[src/rtl/cga_slot_sequencer.sv]
// CGA slot sequencer: free-running phase counter that splits each character period
// into 1, 2 or 4 fetch slots, issues per-slot VRAM strobes and arbitrates ISA access.
module cga_slot_sequencer #(
  parameter int PERIOD_LOG2 = 5,
  parameter int ISA_OP_LEN  = 3,
  parameter int PIPE_RESET  = 4
) (
  input  logic                   clk,
  input  logic                   reset_n,
  input  logic [1:0]             slot_mode,
  input  logic [PERIOD_LOG2-1:0] pipe_ofs,
  input  logic                   resync,
  input  logic                   isa_req,
  output logic [PERIOD_LOG2-1:0] clk_seq,
  output logic                   lclk,
  output logic                   hclk,
  output logic                   crtc_clk,
  output logic                   vram_read,
  output logic                   vram_read_a0,
  output logic                   vram_read_char,
  output logic                   vram_read_att,
  output logic                   charrom_read,
  output logic                   disp_pipeline,
  output logic                   isa_grant,
  output logic                   isa_busy
);

  localparam int BW = $clog2(ISA_OP_LEN + 1);

  logic [PERIOD_LOG2-1:0] seq;
  logic [PERIOD_LOG2-1:0] active_pipe;
  logic [PERIOD_LOG2-1:0] eff_seq;
  logic [PERIOD_LOG2-1:0] slot_mask;
  logic [PERIOD_LOG2-1:0] slot_ofs;
  logic [1:0]             active_mode;
  logic [1:0]             shift;
  logic [BW-1:0]          busy_cnt;
  logic                   grant_q;
  logic                   in_window;
  logic                   eligible;

  // Mode and pipeline offset are shadowed so a period is never split between settings.
  always_ff @(posedge clk) begin
    if (!reset_n) begin
      seq         <= '0;
      active_mode <= 2'b00;
      active_pipe <= PERIOD_LOG2'(PIPE_RESET);
    end else begin
      seq <= resync ? '0 : seq + PERIOD_LOG2'(1);
      if (resync || (&seq)) begin
        active_mode <= slot_mode;
        active_pipe <= pipe_ofs;
      end
    end
  end

  always_comb begin
    shift = 2'd1;
    case (active_mode)
      2'b00:   shift = 2'd0;
      2'b10:   shift = 2'd2;
      default: shift = 2'd1;
    endcase
    slot_mask = {PERIOD_LOG2{1'b1}} >> shift;
  end

  assign eff_seq  = reset_n ? seq : '0;
  assign slot_ofs = eff_seq & slot_mask;

  // The whole operation must sit in offsets 5..L-2, so the grant decision is made at offset >= 4.
  assign in_window = (slot_ofs >= PERIOD_LOG2'(4)) &&
                     ((32'(slot_ofs) + 32'(ISA_OP_LEN) + 32'd1) <= 32'(slot_mask));

  // A new grant may coincide with the edge that ends the previous operation, giving back-to-back ops.
  assign eligible = isa_req && !resync && (busy_cnt <= BW'(1)) && in_window;

  always_ff @(posedge clk) begin
    if (!reset_n) begin
      busy_cnt <= '0;
      grant_q  <= 1'b0;
    end else begin
      grant_q <= eligible;
      if (eligible) begin
        busy_cnt <= BW'(ISA_OP_LEN);
      end else if (busy_cnt != '0) begin
        busy_cnt <= busy_cnt - BW'(1);
      end
    end
  end

  assign clk_seq        = eff_seq;
  assign lclk           = (eff_seq == '0);
  assign hclk           = (eff_seq[PERIOD_LOG2-2:0] == '0);
  assign crtc_clk       = (slot_ofs == '0);
  assign vram_read      = (slot_ofs >= PERIOD_LOG2'(1)) && (slot_ofs <= PERIOD_LOG2'(3));
  assign vram_read_a0   = (slot_ofs == PERIOD_LOG2'(2));
  assign vram_read_char = (slot_ofs == PERIOD_LOG2'(2));
  assign vram_read_att  = (slot_ofs == PERIOD_LOG2'(3));
  assign charrom_read   = (slot_ofs == PERIOD_LOG2'(3));
  assign disp_pipeline  = reset_n && (slot_ofs == active_pipe) && (active_pipe <= slot_mask);
  assign isa_grant      = reset_n && grant_q;
  assign isa_busy       = reset_n && (busy_cnt != '0);

endmodule

[config.mk]
export PLATFORM = sky130hd
export DESIGN_NAME = cga_slot_sequencer
export DESIGN_NICKNAME = d
export VERILOG_FILES = /design/src/rtl/cga_slot_sequencer.sv
export SDC_FILE = /design/constraint.sdc
export NUM_CORES = 1
export LEC_CHECK = 0
export BUFFER_PORTS_ARGS = -buffer_cell sky130_fd_sc_hd__buf_2
export CORE_ASPECT_RATIO = 1.25
export CORE_MARGIN = 2
export CORE_UTILIZATION = 52
export DETAILED_ROUTE_END_ITERATION = 16
export PLACE_DENSITY = 0.79
export SLEW_MARGIN = 20
export SYNTH_ARGS = -nofsm -noshare
export SYNTH_HDL_FRONTEND = slang
export SYNTH_SLANG_ARGS = --single-unit
[constraint.sdc]
create_clock -name clk -period 2.1 [get_ports clk]
set_clock_uncertainty 0.15 [all_clocks]
set_input_delay 0.105 -clock clk [delete_from_list [all_inputs] [get_ports clk]]
set_output_delay 0.105 -clock clk [all_outputs]
set_load 0.01 [all_outputs]
After elaboration in Yosys (flattened, before gate mapping)
Index checks and enable logic that the tools add are counted.
{ "totals": {"elab_cells": 45, "register_bits": 15, "input_bits": 11, "out_inout_bits": 16} }
{ "op_classes": {"eq_ne": 4, "shift": 1, "muxes": 4, "n_bitwise": 2, "reduce_logical": 19, "magnitude_cmp": 6, "add_sub_neg": 4} }
{ "ops": {"columns": ["op", "count"], "rows": [
  ["== test 5 x 2 -> 1 bit (second input constant)", 2],
  ["zero test 5 bit", 2],
  ["logical AND 1 bit", 9],
  ["adder 6 x 1 -> 7 bit (second input constant)", 1],
  ["<= comparator 7 x 5 -> 1 bit", 1],
  ["adder 5 x 2 -> 6 bit (second input constant)", 1],
  ["adder 5 x 1 -> 5 bit (second input constant)", 1],
  ["AND 5 bit", 1],
  ["== test 5 bit", 1],
  ["greater-or-equal comparator 5 x 1 -> 1 bit (second input constant)", 1],
  ["greater-or-equal comparator 5 x 3 -> 1 bit (second input constant)", 1],
  ["<= comparator 5 x 2 -> 1 bit (second input constant)", 1],
  ["<= comparator 5 bit", 1],
  ["2-to-1 mux 5 bit", 1],
  ["AND reduction 5 bit", 1],
  [">> shifter 5 x 2 -> 5 bit (first input constant)", 1],
  ["zero test 4 bit", 1],
  ["2-to-1 mux 2 bit", 2],
  ["one-hot mux 2 bit (2 select lines)", 1],
  ["nonzero test 2 bit", 2],
  ["== test 2 bit (second input constant)", 1],
  ["<= comparator 2 x 1 -> 1 bit (second input constant)", 1],
  ["zero test 2 bit", 1],
  ["OR reduction 2 bit", 1],
  ["other kinds (4)", 4]
]} }

Longest topological paths before layout
{ "logic_depth": {"ltp_word": 10, "ltp_mapped": 9, "ltp_nobuf": 8} }

Least setup slack after synthesis
Ideal clock, no wire load.
{ "synth_path": {"path_kind": "flip-flop to flip-flop", "startpoint": "reg active_mode[0]", "endpoint": "reg busy_cnt[1]", "n_path_buf": 0, "path_slack_ns": 0.240, "setup_time_ns": 0.114, "stages_incl_launch_ff": 9, "required_time_ns": 1.836, "arrival_time_ns": 1.596, "period_less_slack_ns": 1.860, "path_cell_list": "dfxtp_1 -> and2b_2 -> nor2_2 -> mux2i_1 -> ha_1 -> nand2_1 -> o21ai_1 -> nor4b_4 -> a21o_1"} }
{ "synth_between": {"elab_chain_len": 10, "elab_cells_between_ends": 13, "classes_between": "add/sub (2); order compare (2); eq/ne (1); shift (1); mux (2); bitwise (1); reduce/logical (4)"} }
{ "synth_rtl": {"columns": ["element", "line", "source"], "rows": [
  ["from (decl)", "35", "logic [1:0] active_mode;"],
  ["from (signal assigned)", "51", "active_mode <= slot_mode;"],
  ["== test 2 bit / zero test 2 bit (equally long branches)", "59", "case (active_mode)"],
  ["one-hot mux 2 bit (2 select lines) (*)", "59", null],
  [">> shifter 5 x 2 -> 5 bit (*)", "64", "slot_mask = {PERIOD_LOG2{1'b1}} >> shift;"],
  ["AND 5 bit", "68", "assign slot_ofs = eff_seq & slot_mask;"],
  ["adder 5 x 2 -> 6 bit", "72", "((32'(slot_ofs) + 32'(ISA_OP_LEN) + 32'd1) <= 32'(slot_mask));"],
  ["adder 6 x 1 -> 7 bit", "72", null],
  ["<= comparator 7 x 5 -> 1 bit", "72", null],
  ["logical AND 1 bit (*)", "71", "assign in_window = (slot_ofs >= PERIOD_LOG2'(4)) &&"],
  ["logical AND 1 bit (*)", "75", "assign eligible = isa_req && !resync && (busy_cnt <= BW'(1)) && in_window;"],
  ["2-to-1 mux 2 bit / nonzero test 2 bit (equally long branches)", null, null],
  ["to (signal assigned)", "84", "busy_cnt <= BW'(ISA_OP_LEN);"],
  ["to (signal assigned)", "86", "busy_cnt <= busy_cnt - BW'(1);"],
  ["to (decl)", "37", "logic [BW-1:0] busy_cnt;"]
]} }
Mark *: on every way between the ends. The rest lies on a longest branch, timed or not.
A chain may end at the register's enable or synchronous reset.

Worst setup path after layout
{ "layout_path": {"startpoint": "reg active_mode[0]", "endpoint": "reg busy_cnt[0]"} }
The elaborated chain is that of the path after synthesis.

==> results.sh <==
export IMPL_die_y_um=54.4
export IMPL_cts_sinks=15
export IMPL_drive_gt1_frac=0.337
export IMPL_clk_pin_slew_ns=0.08
export IMPL_clock_path_buffers=2
export IMPL_ir_drop_v=0.000524
export IMPL_synth_xor_area_frac=0.0664
export IMPL_internal_power_uw=479
export IMPL_antenna_found_initial=0
export IMPL_wirelength_um=2610
export IMPL_initial_core_util=0.545
export IMPL_gp_congestion=0.857
export IMPL_syn_nets=145
export IMPL_synth_cells=125
export IMPL_clk_insertion_delay_late_ns=0.28
export IMPL_outcome="complete, no violations"
export IMPL_die_width_um=44.3
export IMPL_core_region_area_um2=1940
export IMPL_grt_pass1_wl_um=4190
export IMPL_fmax_mhz=478
export IMPL_hold_viol=0
export IMPL_hp_class="input pin to register"
export IMPL_synth_compound_area_frac=0.164
export IMPL_ys_ff_latch=15
export IMPL_finalCritPeriodShare=0.996
export IMPL_setup_ws_ns=0.00936
export IMPL_drc=0
export IMPL_hpwlAfterDp_um=1750
export IMPL_synth_edf_count=0
export IMPL_p_sw_frac=0.301
export IMPL_grt_overflow=0
export IMPL_cp_arrival_ns=2.12
export IMPL_drt_iter0_drc=15
export IMPL_seq_power_share=0.484
export IMPL_final_cell_mix="buf_2, nand2_1, dfxtp_1"
export IMPL_timing_worst_setup_path_type="register to register"
export IMPL_port_buffer_count=26
export IMPL_p_per_area_nw_per_um2=493
export IMPL_grt_max_degree=15
export IMPL_yosys_warnings=0
export IMPL_syn_area_um2=1060
export IMPL_stdcell_area_um2=1390
export IMPL_row_count=18
export IMPL_required_ns=2.13
export IMPL_synthFlopType="dfxtp_1"
export IMPL_vias=1054
export IMPL_drv_cap=0
export IMPL_fp_dieArea_um2=2410
export IMPL_p_leak_uw=0.000675
export IMPL_yosysSeqAreaShare=0.284
export IMPL_synthAdderAreaFrac=0.107
export IMPL_synth_top_family_by_area="simple AND/OR/NAND/NOR gates"
export IMPL_grt_pass1_vias=955
export IMPL_cp_end_kind="register"
export IMPL_cts_tree="done"
export IMPL_setup_viol=0
export IMPL_p_sw_uw=206
export IMPL_period_minus_slack_ns=2.09
export IMPL_synth_simple_area_share=0.295
export IMPL_cp_max_fo=4
export IMPL_start_kind="register"
export IMPL_synthMuxAreaShare=0.0190
export IMPL_nets=187
export IMPL_grt_usage=0.236
export IMPL_area_delta_synth_final_pct=31.6
export IMPL_ant_nets=0
export IMPL_dpl_cell_area_um2=1210
export IMPL_numCtsBuffers=3
export IMPL_finalMaxSlewViolations=0
export IMPL_final_common_cell="buf_2"
export IMPL_clock_power_share=0.237
export IMPL_io_pins=27
export IMPL_routedWlPerCell_um=14.0
export IMPL_synth_cell_type_count=41
export IMPL_rsz0062_at_grt="yes"
export IMPL_h_tree_depth=1
export IMPL_antennaDiodeCount=0
export IMPL_avgSynthCellArea_um2=8.45
export IMPL_cts_root_buf="clkbuf_4"
export IMPL_place_ws_ns=0.0753
export IMPL_synthArstFlopShare=0
export IMPL_viasPerCell=5.67
export IMPL_combPwrFrac=0.279
export IMPL_dr_pass1_iters=4
Yosys cell counts (3+ instances only):
cell type  number  area (µm²)
xor2_1          3        26.3
a21boi_0        6        45.0
and2_1          5        31.3
o21ai_0         8        40.0
dfxtp_1        15         300
nor2_1          9        33.8
inv_1           6        22.5
buf_4           3        22.5
a21o_1          3        22.5
nand3_1         4        20.0
ha_1            9         113
xnor2_1         5        43.8
nand2_1        13        48.8
worst max-delay path, stage by stage, from the launching register on:
cell	delay [ns]
dfxtp_4	0.38
and2b_2	0.25
buf_4	0.16
nor2_4	0.10
mux2i_1	0.25
ha_1	0.27
nand2_1	0.09
o21ai_2	0.06
nor4b_4	0.13
a21o_1	0.16
routing by layer:
| metal | track usage | vias to the layer above | part of all wire |
|---|---|---|---|
| li1 | - | 513 | - |
| met1 | 0.280 | 495 | 0.40 |
| met2 | 0.419 | 40 | 0.53 |
| met3 | 0.0231 | 6 | 0.053 |
| met4 | 0.121 | 0 | 0.018 |
| met5 | 0 | - | 0 |
registers in the layout, summed over array words and instances, names as in the netlist:
| signal | cells |
|---|---|
| active_mode | 2 |
| active_pipe | 5 |
| busy_cnt | 2 |
| seq | 5 |
| grant_q | 1 |
power groups by stage:
stage	clock (µW)	sequential [µW]	combinational [µW]
floorplan	0	330	126
global placement	0	335	157
detailed placement	0	336	164
CTS	161	330	189
global route	176	335	216
finish	163	331	191
metrics by stage:
stage | power (µW) | hold slack, ns | setup TNS, ns | cells | utilization
after floorplan | 456 | 0.115 | 0 | 125 | -
after CTS | 680 | 0.0392 | 0 | 186 | 0.711
after global placement | 491 | 0.204 | 0 | 170 | 0.623
final | 685 | 0.0429 | 0 | 186 | 0.718
after global routing | 727 | 0.0494 | -0.0577 | 186 | 0.718
after detailed placement | 501 | 0.200 | 0 | 170 | 0.623
layout make-up:
class                           instances  area [µm²]
Fill cell                             142         547
Multi-Input combinational cell         98         731
Timing Repair Buffer                   43         280
Clock buffer                            4        26.3
Inverter                                6        22.5
Sequential cell                        15         305
Tap cell                               20        25.0
final timing paths:
path,endpoint,cells past startpoint,from,slack [ns]
max,busy_cnt[0]$_SDFFE_PN0P_,9,active_mode[0]$_SDFFE_PN0P_,0.009
max reg2reg,busy_cnt[0]$_SDFFE_PN0P_,9,active_mode[0]$_SDFFE_PN0P_,0.009
min,active_pipe[0]$_SDFFE_PN0P_,2,reset_n,0.04
min reg2reg,active_mode[1]$_SDFFE_PN0P_,2,active_mode[1]$_SDFFE_PN0P_,0.37
what timing repair did:
item | in CTS | in global routing
hold endpoints to repair | 8 | 0
pin swaps | 0 | 4
endpoints found under the setup margin | 1 | 6
hold buffers | 9 | 0
resized for setup | 6 | 4
buffers inserted | 3 | 0
logic make-up (layout without fill, tap and decap cells):
group	Yosys count	count (layout)
AND/OR/NAND/NOR	52	52
AO/OA/AOI/OAI	26	26
flip-flops	15	15
buffers and inverters	12	53
adder cells (fa/ha/maj)	9	9
XOR/XNOR	8	8
multiplexers	2	2
other	1	1
No activity file was read; power rests on OpenSTA's default activity.
